## config.mk

```make
export PLATFORM = sky130hd
export DESIGN_NAME = gcd_job_sequencer
export DESIGN_NICKNAME = d
export VERILOG_FILES = /design/src/rtl/gcd_job_sequencer.sv
export SDC_FILE = /design/constraint.sdc
export NUM_CORES = 1
export LEC_CHECK = 0
export BUFFER_PORTS_ARGS = -buffer_cell sky130_fd_sc_hd__buf_4
export CAP_MARGIN = 20
export CORE_ASPECT_RATIO = 1.4
export CORE_MARGIN = 10
export CORE_UTILIZATION = 52
export CTS_CLUSTER_SIZE = 25
export DETAILED_ROUTE_END_ITERATION = 10
export GPL_TIMING_DRIVEN = 0
export PLACE_DENSITY = 0.73
export SYNTH_ARGS = -nofsm -noshare
export SYNTH_HDL_FRONTEND = slang
export SYNTH_SLANG_ARGS = --single-unit
```

## constraint.sdc

```tcl
create_clock -name clk -period 4.8 [get_ports clk]
set_input_delay 0.96 -clock clk [delete_from_list [all_inputs] [get_ports clk]]
set_output_delay 0.96 -clock clk [all_outputs]
set_load 0.05 [all_outputs]
```

## src/rtl/gcd_job_sequencer.sv

```systemverilog
// gcd_job_sequencer: buffers operand pairs, drives the GCD core bus (start, A, B),
// collects each result (or a zero-operand/timeout error) and returns them in order.
module gcd_job_sequencer #(
    parameter int unsigned WIDTH   = 16,
    parameter int unsigned DEPTH   = 4,
    parameter int unsigned TIMEOUT = 1023
) (
    input  logic                       clk,
    input  logic                       rst,
    input  logic                       in_valid,
    output logic                       in_ready,
    input  logic [WIDTH-1:0]           in_a,
    input  logic [WIDTH-1:0]           in_b,
    output logic                       gcd_start,
    output logic [WIDTH-1:0]           gcd_data,
    input  logic                       gcd_done,
    input  logic [WIDTH-1:0]           gcd_result,
    output logic                       out_valid,
    input  logic                       out_ready,
    output logic [WIDTH-1:0]           out_gcd,
    output logic                       out_err,
    output logic                       busy,
    output logic [$clog2(DEPTH+1)-1:0] count
);

    localparam int unsigned PTR_W = $clog2(DEPTH);
    localparam int unsigned CNT_W = $clog2(DEPTH+1);
    localparam int unsigned TMR_W = $clog2(TIMEOUT+1);

    typedef enum logic [2:0] {
        S_IDLE,
        S_SEND_A,
        S_SEND_B,
        S_WAIT,
        S_OUT
    } state_t;

    state_t               state, state_nxt;
    logic [WIDTH-1:0]     fifo_a [DEPTH];
    logic [WIDTH-1:0]     fifo_b [DEPTH];
    logic [PTR_W-1:0]     rd_ptr, wr_ptr;
    logic [CNT_W-1:0]     count_nxt;
    logic [TMR_W-1:0]     timer, timer_nxt;
    logic                 push, pop;
    logic [WIDTH-1:0]     head_a, head_b;
    logic                 start_nxt, valid_nxt, err_nxt;
    logic [WIDTH-1:0]     data_nxt, gcd_nxt;

    assign push      = in_valid && in_ready;
    assign head_a    = fifo_a[rd_ptr];
    assign head_b    = fifo_b[rd_ptr];
    assign count_nxt = count + CNT_W'(push) - CNT_W'(pop);

    // Operand storage; pointers wrap naturally since DEPTH is a power of two.
    always_ff @(posedge clk) begin
        if (push) begin
            fifo_a[wr_ptr] <= in_a;
            fifo_b[wr_ptr] <= in_b;
        end
    end

    always_ff @(posedge clk) begin
        if (rst) begin
            state     <= S_IDLE;
            rd_ptr    <= '0;
            wr_ptr    <= '0;
            count     <= '0;
            in_ready  <= 1'b1;
            busy      <= 1'b0;
            gcd_start <= 1'b0;
            gcd_data  <= '0;
            out_valid <= 1'b0;
            out_gcd   <= '0;
            out_err   <= 1'b0;
            timer     <= '0;
        end else begin
            state     <= state_nxt;
            count     <= count_nxt;
            // in_ready follows occupancy only; a pop never frees a slot in the same cycle.
            in_ready  <= (count_nxt != CNT_W'(DEPTH));
            busy      <= (state_nxt != S_IDLE) || (count_nxt != '0);
            gcd_start <= start_nxt;
            gcd_data  <= data_nxt;
            out_valid <= valid_nxt;
            out_gcd   <= gcd_nxt;
            out_err   <= err_nxt;
            timer     <= timer_nxt;
            if (push) begin
                wr_ptr <= wr_ptr + PTR_W'(1);
            end
            if (pop) begin
                rd_ptr <= rd_ptr + PTR_W'(1);
            end
        end
    end

    always_comb begin
        state_nxt = state;
        start_nxt = gcd_start;
        data_nxt  = gcd_data;
        valid_nxt = out_valid;
        gcd_nxt   = out_gcd;
        err_nxt   = out_err;
        timer_nxt = timer;
        pop       = 1'b0;

        case (state)
            S_IDLE: begin
                if (count != '0) begin
                    // A zero operand is answered locally without touching the core.
                    if ((head_a == '0) || (head_b == '0)) begin
                        pop       = 1'b1;
                        gcd_nxt   = head_a | head_b;
                        err_nxt   = (head_a == '0) && (head_b == '0);
                        state_nxt = S_OUT;
                    end else begin
                        start_nxt = 1'b1;
                        data_nxt  = head_a;
                        state_nxt = S_SEND_A;
                    end
                end
            end
            S_SEND_A: begin
                start_nxt = 1'b1;
                data_nxt  = head_b;
                state_nxt = S_SEND_B;
            end
            S_SEND_B: begin
                start_nxt = 1'b0;
                pop       = 1'b1;
                timer_nxt = '0;
                state_nxt = S_WAIT;
            end
            S_WAIT: begin
                if (gcd_done) begin
                    gcd_nxt   = gcd_result;
                    err_nxt   = 1'b0;
                    state_nxt = S_OUT;
                end else if (timer == TMR_W'(TIMEOUT)) begin
                    gcd_nxt   = '0;
                    err_nxt   = 1'b1;
                    state_nxt = S_OUT;
                end else if (timer != '1) begin
                    timer_nxt = timer + TMR_W'(1);
                end
            end
            S_OUT: begin
                // Result fields stay frozen here until the consumer takes them.
                if (!out_valid) begin
                    valid_nxt = 1'b1;
                end else if (out_ready) begin
                    valid_nxt = 1'b0;
                    state_nxt = S_IDLE;
                end
            end
            default: begin
                state_nxt = S_IDLE;
            end
        endcase
    end

endmodule

```

# [Word-level counts from Yosys, hierarchy flattened]
# Memories as Yosys holds them, arrays and structs flattened. A register that Yosys moved wholly into a read port is not among the register bits.
# Cells that the tools add are included.
[word_totals] register_bits=57 mem_count=2 output_inout_bits=40 ram_bits=128 word_cells=90 input_bits=53
[memory_table] name="fifo_a" depth=4 width=16 rd=1 rd_ports_with_merged_regs=1 wr=1 line_no="39" rtl="logic [WIDTH-1:0] fifo_a [DEPTH];"
[memory_table] name="fifo_b" depth=4 width=16 rd=1 rd_ports_with_merged_regs=1 wr=1 line_no="40" rtl="logic [WIDTH-1:0] fifo_b [DEPTH];"
[op_classes] n_addsub=5 n_reduce_logical=18 n_bitwise=1 n_eq_ne=14 mux=38
[op_table] cell="$mux W16" count=6
[op_table] cell="$pmux W16 S2" count=2
[op_table] cell="$logic_not A16 Y1" count=2
[op_table] cell="$mux W10" count=3
[op_table] cell="$pmux W10 S2" count=1
[op_table] cell="$mux W3" count=6
[op_table] cell="$or A16 B16 Y16" count=1
[op_table] cell="$pmux W3 S5" count=1
[op_table] cell="$mux W1" count=12
[op_table] cell="$ne A2 B2 Y1 const B" count=6
[op_table] cell="$reduce_bool A3 Y1" count=4
[op_table] cell="$add A10 B1 Y10 const B" count=1
[op_table] cell="$eq A10 B10 Y1 const B" count=1
[op_table] cell="$ne A10 B10 Y1 const B" count=1
[op_table] cell="$mux W2" count=4
[op_table] cell="$reduce_and A4 Y1" count=2
[op_table] cell="$eq A3 B2 Y1 const B" count=2
[op_table] cell="$ne A3 B3 Y1 const B" count=2
[op_table] cell="$reduce_and A3 Y1" count=2
[op_table] cell="$reduce_bool A2 Y1" count=3
[op_table] cell="$add A2 B1 Y2 const B" count=2
[op_table] cell="$pmux W1 S2" count=2
[op_table] cell="$add A3 B1 Y3" count=1
[op_table] cell="$eq A3 B1 Y1 const B" count=1
[op_table] cell="6 further kinds" count=8

# [Logic depth before layout (Yosys ltp)]
# Gate-level depths: netlist (run 1).
[depth] ltp_word=8 mapped_depth=16 ltp_nobuf=14

# [Least setup slack after synthesis (run 1)]
# No wires, ideal clock.
[synth_path] kind="register to register" startpoint="register with a tool-made name" endpoint="register in_ready" required_time_ns=4.682 arrival_ns=3.357 synth_period_minus_slack_ns=3.475 setup_ns=0.118 path_buffers=2 setup_slack_ns=1.325 path_stages_with_launch=17 cell_sequence="dfxtp_1 > buf_4 > buf_6 > mux4_2 > nor4_1 > nand4_1 > a21oi_1 > o21a_1 > ha_1 > inv_1 > ha_1 > inv_1 > fa_1 > xor2_1 > xnor2_1 > nor2_1 > nand2_1"
[synth_lines] element="end signal, assigned" line_no="80" rtl="in_ready <= (count_nxt != CNT_W'(DEPTH));"
[synth_lines] element="end, declared" line_no="11" rtl="output logic in_ready,"

==> results.py, run 1 <==
metrics = {
    "synthesis": {
        "post-synth-top-area-fraction_pct": 50.95,
        "syn_area_sq_um": 7543,
        "seq_area_frac_synth_pct": 66.61,
        "flip_flop_and_latch_count_after_synthesis": 187,
        "synth_async_reset_ratio_pct": 0,
        "main_area_contributors_after_synthesis": "edfxtp_1, dfxtp_1, mux4_2, o21ai_0, a221o_1",
        "synthesis.instances": 497,
        "synthesis.nets": 558,
        "post_synth_num_cell_types": 48,
        "synth_commonest_cells": "edfxtp_1, dfxtp_1, o21ai_0",
        "synth-main-ff-cell": "edfxtp_1",
        "syn_area_per_cell_sq_um": 15.18,
        "yosys_warnings": 0,
        "synth_edf_count": 128,
        "synthDominantAreaCellType": "edfxtp_1",
        "cell_with_the_most_instances_after_synthesis": "edfxtp_1",
    },
    "worst_setup_path": {
        "cp-end-kind": "register",
        "worstSetupPathType": "register to register",
        "critPathMaxFanout": 10,
        "worst_ep_required_time_ns": 5.13,
        "worst-endpoint-arrival_ns": 4.55,
        "critPathLaunchType": "register",
    },
    "clock_network": {
        "worst_skew_pair.late_latency_ns": 0.44,
        "cts.repair_timing.setup_buffer_count": 0,
        "post_cts_resized": 0,
        "clock_tree_from_tritoncts": "yes",
        "clkTransAtPathRegs_ns": 0.07,
        "clock_path_buffers": 2,
        "cts_hold_buf": 0,
        "clkSinkCount": 187,
        "h-tree-depth": 4,
        "clock_tree.root_cell": "clkbuf_16",
        "cts-buffers-inserted": 17,
    },
    "floorplanning": {
        "pin_count": 93,
        "floorplan.core_area_sq_um": 14380,
        "fp.dieH_um": 162.5,
        "start_util_pct": 52.46,
        "placementRows": 52,
        "die_area_sq_um": 19790,
        "die_width_um": 121.8,
    },
    "power_and_ir_drop": {
        "worst_ir_drop_vdd_mv": 0.3249,
        "power_leakage_nw": 3.173,
        "power_density_nw_per_um2": 569.1,
    },
    "job": {
        "max-cap-violations": 0,
    },
    "cells_and_area": {
        "nNetsFinal": 669,
        "drive_gt1_share_pct": 28.23,
        "growth_of_design_area_from_synthesis_to_finish_pct": 20.45,
        "n_antenna_cell": 0,
        "finish.cell_count_without_fillers": 809,
    },
    "grt": {
        "grt_pass1_wl_mm": 26.83,
        "grt_antenna_before_repair": 0,
        "grt_max_degree": 33,
        "grt_remaining_overflow": 0,
        "via_count_of_the_first_global_routing_pass": 4845,
        "gr_usage_total_pct": 17.85,
    },
    "detailed_routing": {
        "antenna_left": 0,
        "via_per_inst": 5.818,
        "drt_iter0_drc": 410,
        "totalWireLength_mm": 17.42,
        "drt_pass1_iterations": 5,
        "dr_total_vias": 4707,
        "post-route-drc-count": 0,
        "post_detailed_route_wirelength_per_cell_um": 21.53,
    },
    "timing": {
        "clock.fmax_mhz": 237.0,
        "worst_slew_margin_rel_pct": 39.54,
        "final-setup-viol-count": 0,
        "period_minus_slack_ns": 4.220,
        "skew_ns": 0.006844,
        "finalMaxSlewViolations": 0,
        "transition_time_of_the_tightest_slew_check_pin_ns": 0.8986,
        "rsz_0062_raised_after_global_routing": "false",
        "final_hold_viol_count": 0,
        "period_share_pct": 87.91,
        "setup_total_negative_slack_ns": 0,
    },
    "placed_design": {
        "finalWeightedCongestion": 0.8714,
        "io_buffers": 91,
        "place_hpwl_mm": 12.49,
        "dpl.cell_count": 777,
    },
    "min_path": {
        "hold_path_class": "register to register",
    },
    "outcome": {
        "outcome": "finished clean",
    },
}
[power breakdown]
group	switching (mW)	total, mW	internal, mW
combinational	1.02	1.62	0.597
sequential	0.116	2.11	1.99
clock	0.617	1.45	0.830
total	1.75	5.17	3.42
[cell type report]
class	instances	area, sq um
repair buffers	92	690.7
well taps	189	236.5
plain buffers	29	150.1
flip-flops and latches	187	5025
fillers	1041	5293
inverters	8	30.03
clock inverters	14	185.2
multi-input cells	273	2344
clock buffers	17	425.4
[metrics by stage]
step                hold WS, ns  utilization (%)  area, sq um  setup slack, ns  power, mW
detailed placement       0.4662            58.89         8468           0.5593      3.764
global route             0.5027            63.19         9086           0.2756      5.403
finish                   0.4763            63.19         9086           0.5802      5.171
CTS                      0.4759            63.14         9079           0.5467      5.199
floorplan                0.4444                -         7543            1.325      3.226
global placement         0.4548            58.86         8463           0.6939      3.725
[layer usage]
| layer | global-route usage [%] | share of wire, % | up-vias |
|---|---|---|---|
| met5 | 0 | 0 | - |
| met4 | 7.065 | 2.6 | 0 |
| met3 | 4.823 | 6.1 | 31 |
| met2 | 30.37 | 52 | 154 |
| met1 | 20.82 | 39 | 2345 |
| li1 | - | - | 2177 |
[cells by family (layout without fill, tap and decap cells)]
logic type                 Yosys count  in the layout  synth area share [%]
muxes                               34             34                 9.852
DFF                                187            187                 66.61
adders and majority gates            8              8                 1.426
buffers and inverters               37            160                 2.388
xor gates and xnor gates             9              9                 1.045
AOI/OAI and AO/OA                   91             91                 8.774
and+or+nand+nor                    131            131                 9.902
[sequential cells by signal, summed over array words and instances, names as in the netlist, named ones only]
signal and count:
out_err 1, in_ready 1, fifo_b 64, state 3, rd_ptr 2, count 3
fifo_a 64, gcd_data 16, wr_ptr 2, busy 1, out_valid 1, gcd_start 1
out_gcd 16, timer 10
[critical path: stages, from the launching register on]
cell and delay (ns):
dfxtp_1 0.48, buf_1 0.55, mux4_2 0.47, nor4_1 0.34, nand4_1 0.37, a21oi_1 0.31
o21a_1 0.21, ha_1 0.25, inv_1 0.06, ha_1 0.14, inv_1 0.05, fa_1 0.38
xor2_1 0.16, xnor2_1 0.14, nor2_1 0.12, nand2_1 0.06
[cell usage in the layout, fill, tap and decap left out, drive strengths merged, types with 17 or more instances in the layout]
cell type and count:
nor4b 17, dfxtp 59, buf 104, o21ai 35, a31o 17, clkbuf 34, edfxtp 128, nor2 21
nand2 33, mux4 32
[path summary, 6_finish.rpt]
path	startpoint	endpoint	slack, ns	depth (start not counted)
max	register	in_ready	0.58	15
min reg2reg	timer[1]	timer[1]	0.48	2
min	timer[1]	timer[1]	0.48	2
max reg2reg	register	in_ready	0.58	15
Power figures use the tool's default switching activity.
==> run 2: changes to the inputs <==
- CORE_UTILIZATION: 52 -> 45
- PLACE_DENSITY: 0.73 -> not set
==> results.py, run 2 (synthesis results as in run 1) <==
metrics = {
    "detailed_routing": {
        "drt_pass1_iterations": 5,
        "drt_iter0_drc": 288,
        "via_per_inst": 5.787,
        "post-route-drc-count": 0,
        "post_detailed_route_wirelength_per_cell_um": 22.01,
        "dr_total_vias": 4745,
        "antenna_left": 0,
        "totalWireLength_mm": 18.05,
    },
    "job": {
        "max-cap-violations": 0,
    },
    "power_and_ir_drop": {
        "fin_total_pwr_mw": 5.031,
        "power_density_nw_per_um2": 557.3,
        "sw_frac_of_total_pct": 35.24,
        "net-switching-power_mw": 1.773,
        "power_frac_comb_pct": 32.5,
        "power_leakage_nw": 3.148,
        "internal_power_mw": 3.258,
        "p_clk_share_pct": 25.6,
        "worst_ir_drop_vdd_mv": 0.3294,
        "seq_power_share_pct": 41.8,
    },
    "grt": {
        "grt_pass1_wl_mm": 27.85,
        "via_count_of_the_first_global_routing_pass": 5056,
        "gr_usage_total_pct": 16.41,
        "grt_max_degree": 33,
        "grt_antenna_before_repair": 0,
        "grt_remaining_overflow": 0,
    },
    "worst_setup_path": {
        "critPathLaunchType": "register",
        "cp-end-kind": "register",
        "worst-endpoint-arrival_ns": 4.61,
        "critPathMaxFanout": 10,
        "worst_ep_required_time_ns": 5.13,
        "worstSetupPathType": "register to register",
    },
    "timing": {
        "period_share_pct": 89.35,
        "rsz_0062_raised_after_global_routing": "false",
        "final_hold_viol_count": 0,
        "final-setup-viol-count": 0,
        "clock.fmax_mhz": 233.2,
        "period_minus_slack_ns": 4.289,
        "transition_time_of_the_tightest_slew_check_pin_ns": 0.9048,
        "worst_slew_margin_rel_pct": 39.68,
        "fin_hold_ws_ns": 0.4748,
        "finalMaxSlewViolations": 0,
        "setup_total_negative_slack_ns": 0,
        "skew_ns": 0.008996,
    },
    "clock_network": {
        "clock_path_buffers": 2,
        "cts.repair_timing.setup_buffer_count": 0,
        "clock_tree_from_tritoncts": "yes",
        "clkTransAtPathRegs_ns": 0.07,
        "worst_skew_pair.late_latency_ns": 0.43,
        "cts-buffers-inserted": 17,
        "clock_tree.root_cell": "clkbuf_16",
        "post_cts_resized": 0,
        "h-tree-depth": 4,
        "clkSinkCount": 187,
        "cts_hold_buf": 0,
    },
    "cells_and_area": {
        "top_regs": "fifo_a x64, fifo_b x64",
        "n_antenna_cell": 0,
        "nFillCells": 1379,
        "post-route-cell-area_sq_um": 9029,
        "drive_gt1_share_pct": 28.18,
        "mostFrequentLayoutCell": "edfxtp_1",
        "growth_of_design_area_from_synthesis_to_finish_pct": 19.69,
        "most-common-layout-cells": "edfxtp_1, buf_4, dfxtp_1",
        "nNetsFinal": 669,
    },
    "outcome": {
        "outcome": "finished clean",
    },
    "floorplanning": {
        "die_area_sq_um": 22420,
        "die_width_um": 129.4,
        "start_util_pct": 46.25,
        "floorplan.core_area_sq_um": 16310,
        "pin_count": 93,
        "placementRows": 55,
        "fp.dieH_um": 173.2,
    },
    "placed_design": {
        "io_buffers": 91,
        "place_hpwl_mm": 13.01,
        "placed_cell_area_sq_um": 8481,
        "finalWeightedCongestion": 0.8903,
    },
    "min_path": {
        "hold_path_class": "register to register",
    },
}
-- run 2: cell types whose count changed in the layout (fill, tap and decap cells not counted) --
cell,previous run,this run
inv_8,3,1
clkinv_4,0,3
clkinv_2,1,3
clkbuf_1,16,17
bufinv_16,3,0
inv_6,3,5
clkinvlp_4,4,2
-- run 2: final cells by class --
class | count | area, sq um | share of cell area [%]
tap | 199 | 249.0 | 2.758
clock inverter | 14 | 111.4 | 1.233
multi-input combinational | 273 | 2344 | 25.96
timing repair buffer | 92 | 690.7 | 7.650
sequential | 187 | 5025 | 55.65
buffer | 29 | 150.1 | 1.663
inverter | 8 | 30.03 | 0.3326
clock buffer | 18 | 429.2 | 4.753
-- run 2: metal layers --
metal  GRT usage [%]  part of all wire (%)  vias up  routed length [um]
li1                -                     -     2182                   -
met1           18.48                    39     2396                7113
met2           28.45                    53      146                9490
met3           5.204                   6.2       21                1121
met4           5.498                   1.8        0                 321
met5               0                     0        -                   0
-- run 2: power by group through the flow --
stage / logic [mW] / clock network [mW] / registers (mW)
after floorplan: 0.885 / 0 / 2.34
after global placement: 1.63 / 0 / 2.14
after detailed placement: 1.65 / 0 / 2.14
after CTS: 1.66 / 1.31 / 2.11
after global routing: 1.77 / 1.37 / 2.13
final: 1.64 / 1.29 / 2.11
-- run 2: worst paths after layout --
path | startpoint | to | slack [ns] | cells past startpoint
worst min-delay path | out_valid | out_valid | 0.47 | 2
worst min register to register | out_valid | out_valid | 0.47 | 2
worst max register to register | register | in_ready | 0.51 | 15
worst max-delay path | register | in_ready | 0.51 | 15
-- run 2: critical path: stages, from the launching register on --
cell     delay, ns
dfxtp_1       0.45
buf_1         0.54
mux4_2        0.47
nor4_1        0.38
nand4_1       0.44
a21oi_1       0.37
o21a_1        0.21
ha_1          0.25
inv_1         0.06
ha_1          0.13
inv_1         0.04
fa_1          0.36
xor2_1        0.16
xnor2_1       0.14
nor2_1        0.12
nand2_1       0.07
-- run 2: stage by stage --
step                std cells  utilization, %  worst slack [ns]
floorplan                 497               -             1.325
global placement          787           51.97            0.5744
detailed placement        787           52.00            0.4926
CTS                       819           55.31            0.4851
global route              820           55.36            0.2415
finish                    820           55.36            0.5111
==> run 3: changes to the inputs <==
- CTS_BUF_LIST: not set -> sky130_fd_sc_hd__clkbuf_8
==> results.py, run 3 (synthesis results as in run 1) <==
metrics = {
    "timing": {
        "rsz_0062_raised_after_global_routing": "false",
        "period_share_pct": 88.92,
        "final-setup-viol-count": 0,
        "final_hold_viol_count": 0,
        "clock.fmax_mhz": 234.3,
        "period_minus_slack_ns": 4.268,
        "worst_path_setup_slack_after_routing_ns": 0.5317,
        "transition_time_of_the_tightest_slew_check_pin_ns": 0.9064,
        "worst_slew_margin_rel_pct": 39.57,
        "finalMaxSlewViolations": 0,
        "setup_total_negative_slack_ns": 0,
        "skew_ns": 0.01171,
        "fin_hold_ws_ns": 0.4787,
    },
    "detailed_routing": {
        "via_per_inst": 5.760,
        "drt_pass1_iterations": 5,
        "post-route-drc-count": 0,
        "drt_iter0_drc": 273,
        "totalWireLength_mm": 17.98,
        "antenna_left": 0,
        "post_detailed_route_wirelength_per_cell_um": 21.93,
        "dr_total_vias": 4723,
    },
    "worst_setup_path": {
        "critPathLaunchType": "register",
        "r2r_cells": 15,
        "slowest_delay_ns": 0.54,
        "worst-path-stages": 15,
        "worst-endpoint-arrival_ns": 4.63,
        "crit-reg2reg-capture": "in_ready",
        "worstPathCellList": "buf_1 -> mux4_2 -> nor4_1 -> nand4_1 -> a21oi_1 -> o21a_1 -> ha_1 -> inv_1 -> ha_1 -> inv_1 -> fa_1 -> xor2_1 -> xnor2_1 -> nor2_1 -> nand2_1",
        "cp_slowest_cell": "buf_1",
        "critical_path.top_delay_family": "simple AND/OR/NAND/NOR gates",
        "worst_ep_required_time_ns": 5.16,
        "critPathMaxFanout": 10,
        "worstSetupPathType": "register to register",
        "cp-end-kind": "register",
        "cp.buffers_inverters": 3,
        "setup.reg_to_reg.worst_slack_ns": 0.53,
    },
    "cells_and_area": {
        "final_core_util_pct": 54.18,
        "nNetsFinal": 669,
        "growth_of_design_area_from_synthesis_to_finish_pct": 17.15,
        "top_regs": "fifo_a x64, fifo_b x64",
        "n_antenna_cell": 0,
        "mostFrequentLayoutCell": "edfxtp_1",
        "drive_gt1_share_pct": 28.18,
        "most-common-layout-cells": "edfxtp_1, buf_4, dfxtp_1",
    },
    "min_path": {
        "holdPathEnd": "out_valid",
        "cell_depth_of_the_worst_min_delay_path": 2,
        "hold_path_startpoint": "out_valid",
        "hold_path_class": "register to register",
    },
    "outcome": {
        "outcome": "finished clean",
    },
    "job": {
        "max-cap-violations": 0,
    },
    "floorplanning": {
        "start_util_pct": 46.25,
        "fp.dieH_um": 173.2,
        "die_area_sq_um": 22420,
        "pin_count": 93,
        "floorplan.core_area_sq_um": 16310,
        "die_width_um": 129.4,
        "placementRows": 55,
    },
    "power_and_ir_drop": {
        "power_density_nw_per_um2": 529.5,
        "fin_total_pwr_mw": 4.679,
        "power_leakage_nw": 3.065,
        "worst_ir_drop_vdd_mv": 0.2698,
    },
    "clock_network": {
        "clock_tree_from_tritoncts": "yes",
        "clkTransAtPathRegs_ns": 0.10,
        "post_cts_resized": 0,
        "clock_tree.root_cell": "clkbuf_8",
        "cts-buffers-inserted": 17,
        "clock_path_buffers": 2,
        "cts.repair_timing.setup_buffer_count": 0,
        "clkSinkCount": 187,
        "worst_skew_pair.late_latency_ns": 0.46,
        "h-tree-depth": 4,
        "cts_hold_buf": 0,
    },
    "grt": {
        "grt_remaining_overflow": 0,
        "grt_antenna_before_repair": 0,
        "grt_max_degree": 33,
        "grt_pass1_wl_mm": 27.85,
        "via_count_of_the_first_global_routing_pass": 5029,
        "gr_usage_total_pct": 16.39,
    },
    "placed_design": {
        "place_hpwl_mm": 13.01,
        "dp_slack_ns": 0.4926,
        "io_buffers": 91,
        "finalWeightedCongestion": 0.8903,
    },
}
## run 3: cell count changes in the layout (fill, tap and decap cells not counted)
cell,delta
clkbuf_16,-17
clkbuf_1,-1
inv_1,+1
clkbuf_8,+17
## run 3: cell type report
| cell class | count | area [sq um] |
|---|---|---|
| Inverter | 8 | 30.03 |
| Clock buffer | 17 | 234.0 |
| Sequential cell | 187 | 5025 |
| Buffer | 29 | 150.1 |
| Tap cell | 199 | 249.0 |
| Timing Repair Buffer | 92 | 690.7 |
| Clock inverter | 15 | 115.1 |
| Fill cell | 1407 | 7472 |
| Multi-Input combinational cell | 273 | 2344 |
## run 3: power by group
part	leakage [nW]	switching (mW)	internal, mW
clock network	0.181	0.570	0.366
logic	1.23	1.05	0.594
registers	1.66	0.114	1.99
## run 3: worst register-to-register path, stage by stage (launching register included)
cell     delay [ns]
dfxtp_1        0.45
buf_1          0.54
mux4_2         0.47
nor4_1         0.37
nand4_1        0.43
a21oi_1        0.36
o21a_1         0.21
ha_1           0.25
inv_1          0.06
ha_1           0.13
inv_1          0.05
fa_1           0.37
xor2_1         0.16
xnor2_1        0.14
nor2_1         0.12
nand2_1        0.07
## run 3: worst max path at each step
stage,to,slack (ns)
floorplan,in_ready,1.32
global placement,in_ready,0.57
detailed placement,in_ready,0.49
CTS,in_ready,0.48
global route,in_ready,0.24
finish,in_ready,0.53
## run 3: routing by layer
layer,routed length (um),global-route usage [%]
met1,7074,18.73
met2,9515,28.49
met3,1139,4.989
met4,251,4.981
met5,0,0
## run 3: stage by stage
stage / instances / cell area, sq um
2_1_floorplan: 497 / 7543
3_3_place_gp: 787 / 8476
3_5_place_dp: 787 / 8481
4_1_cts: 819 / 8830
5_1_grt: 820 / 8837
6_report: 820 / 8837
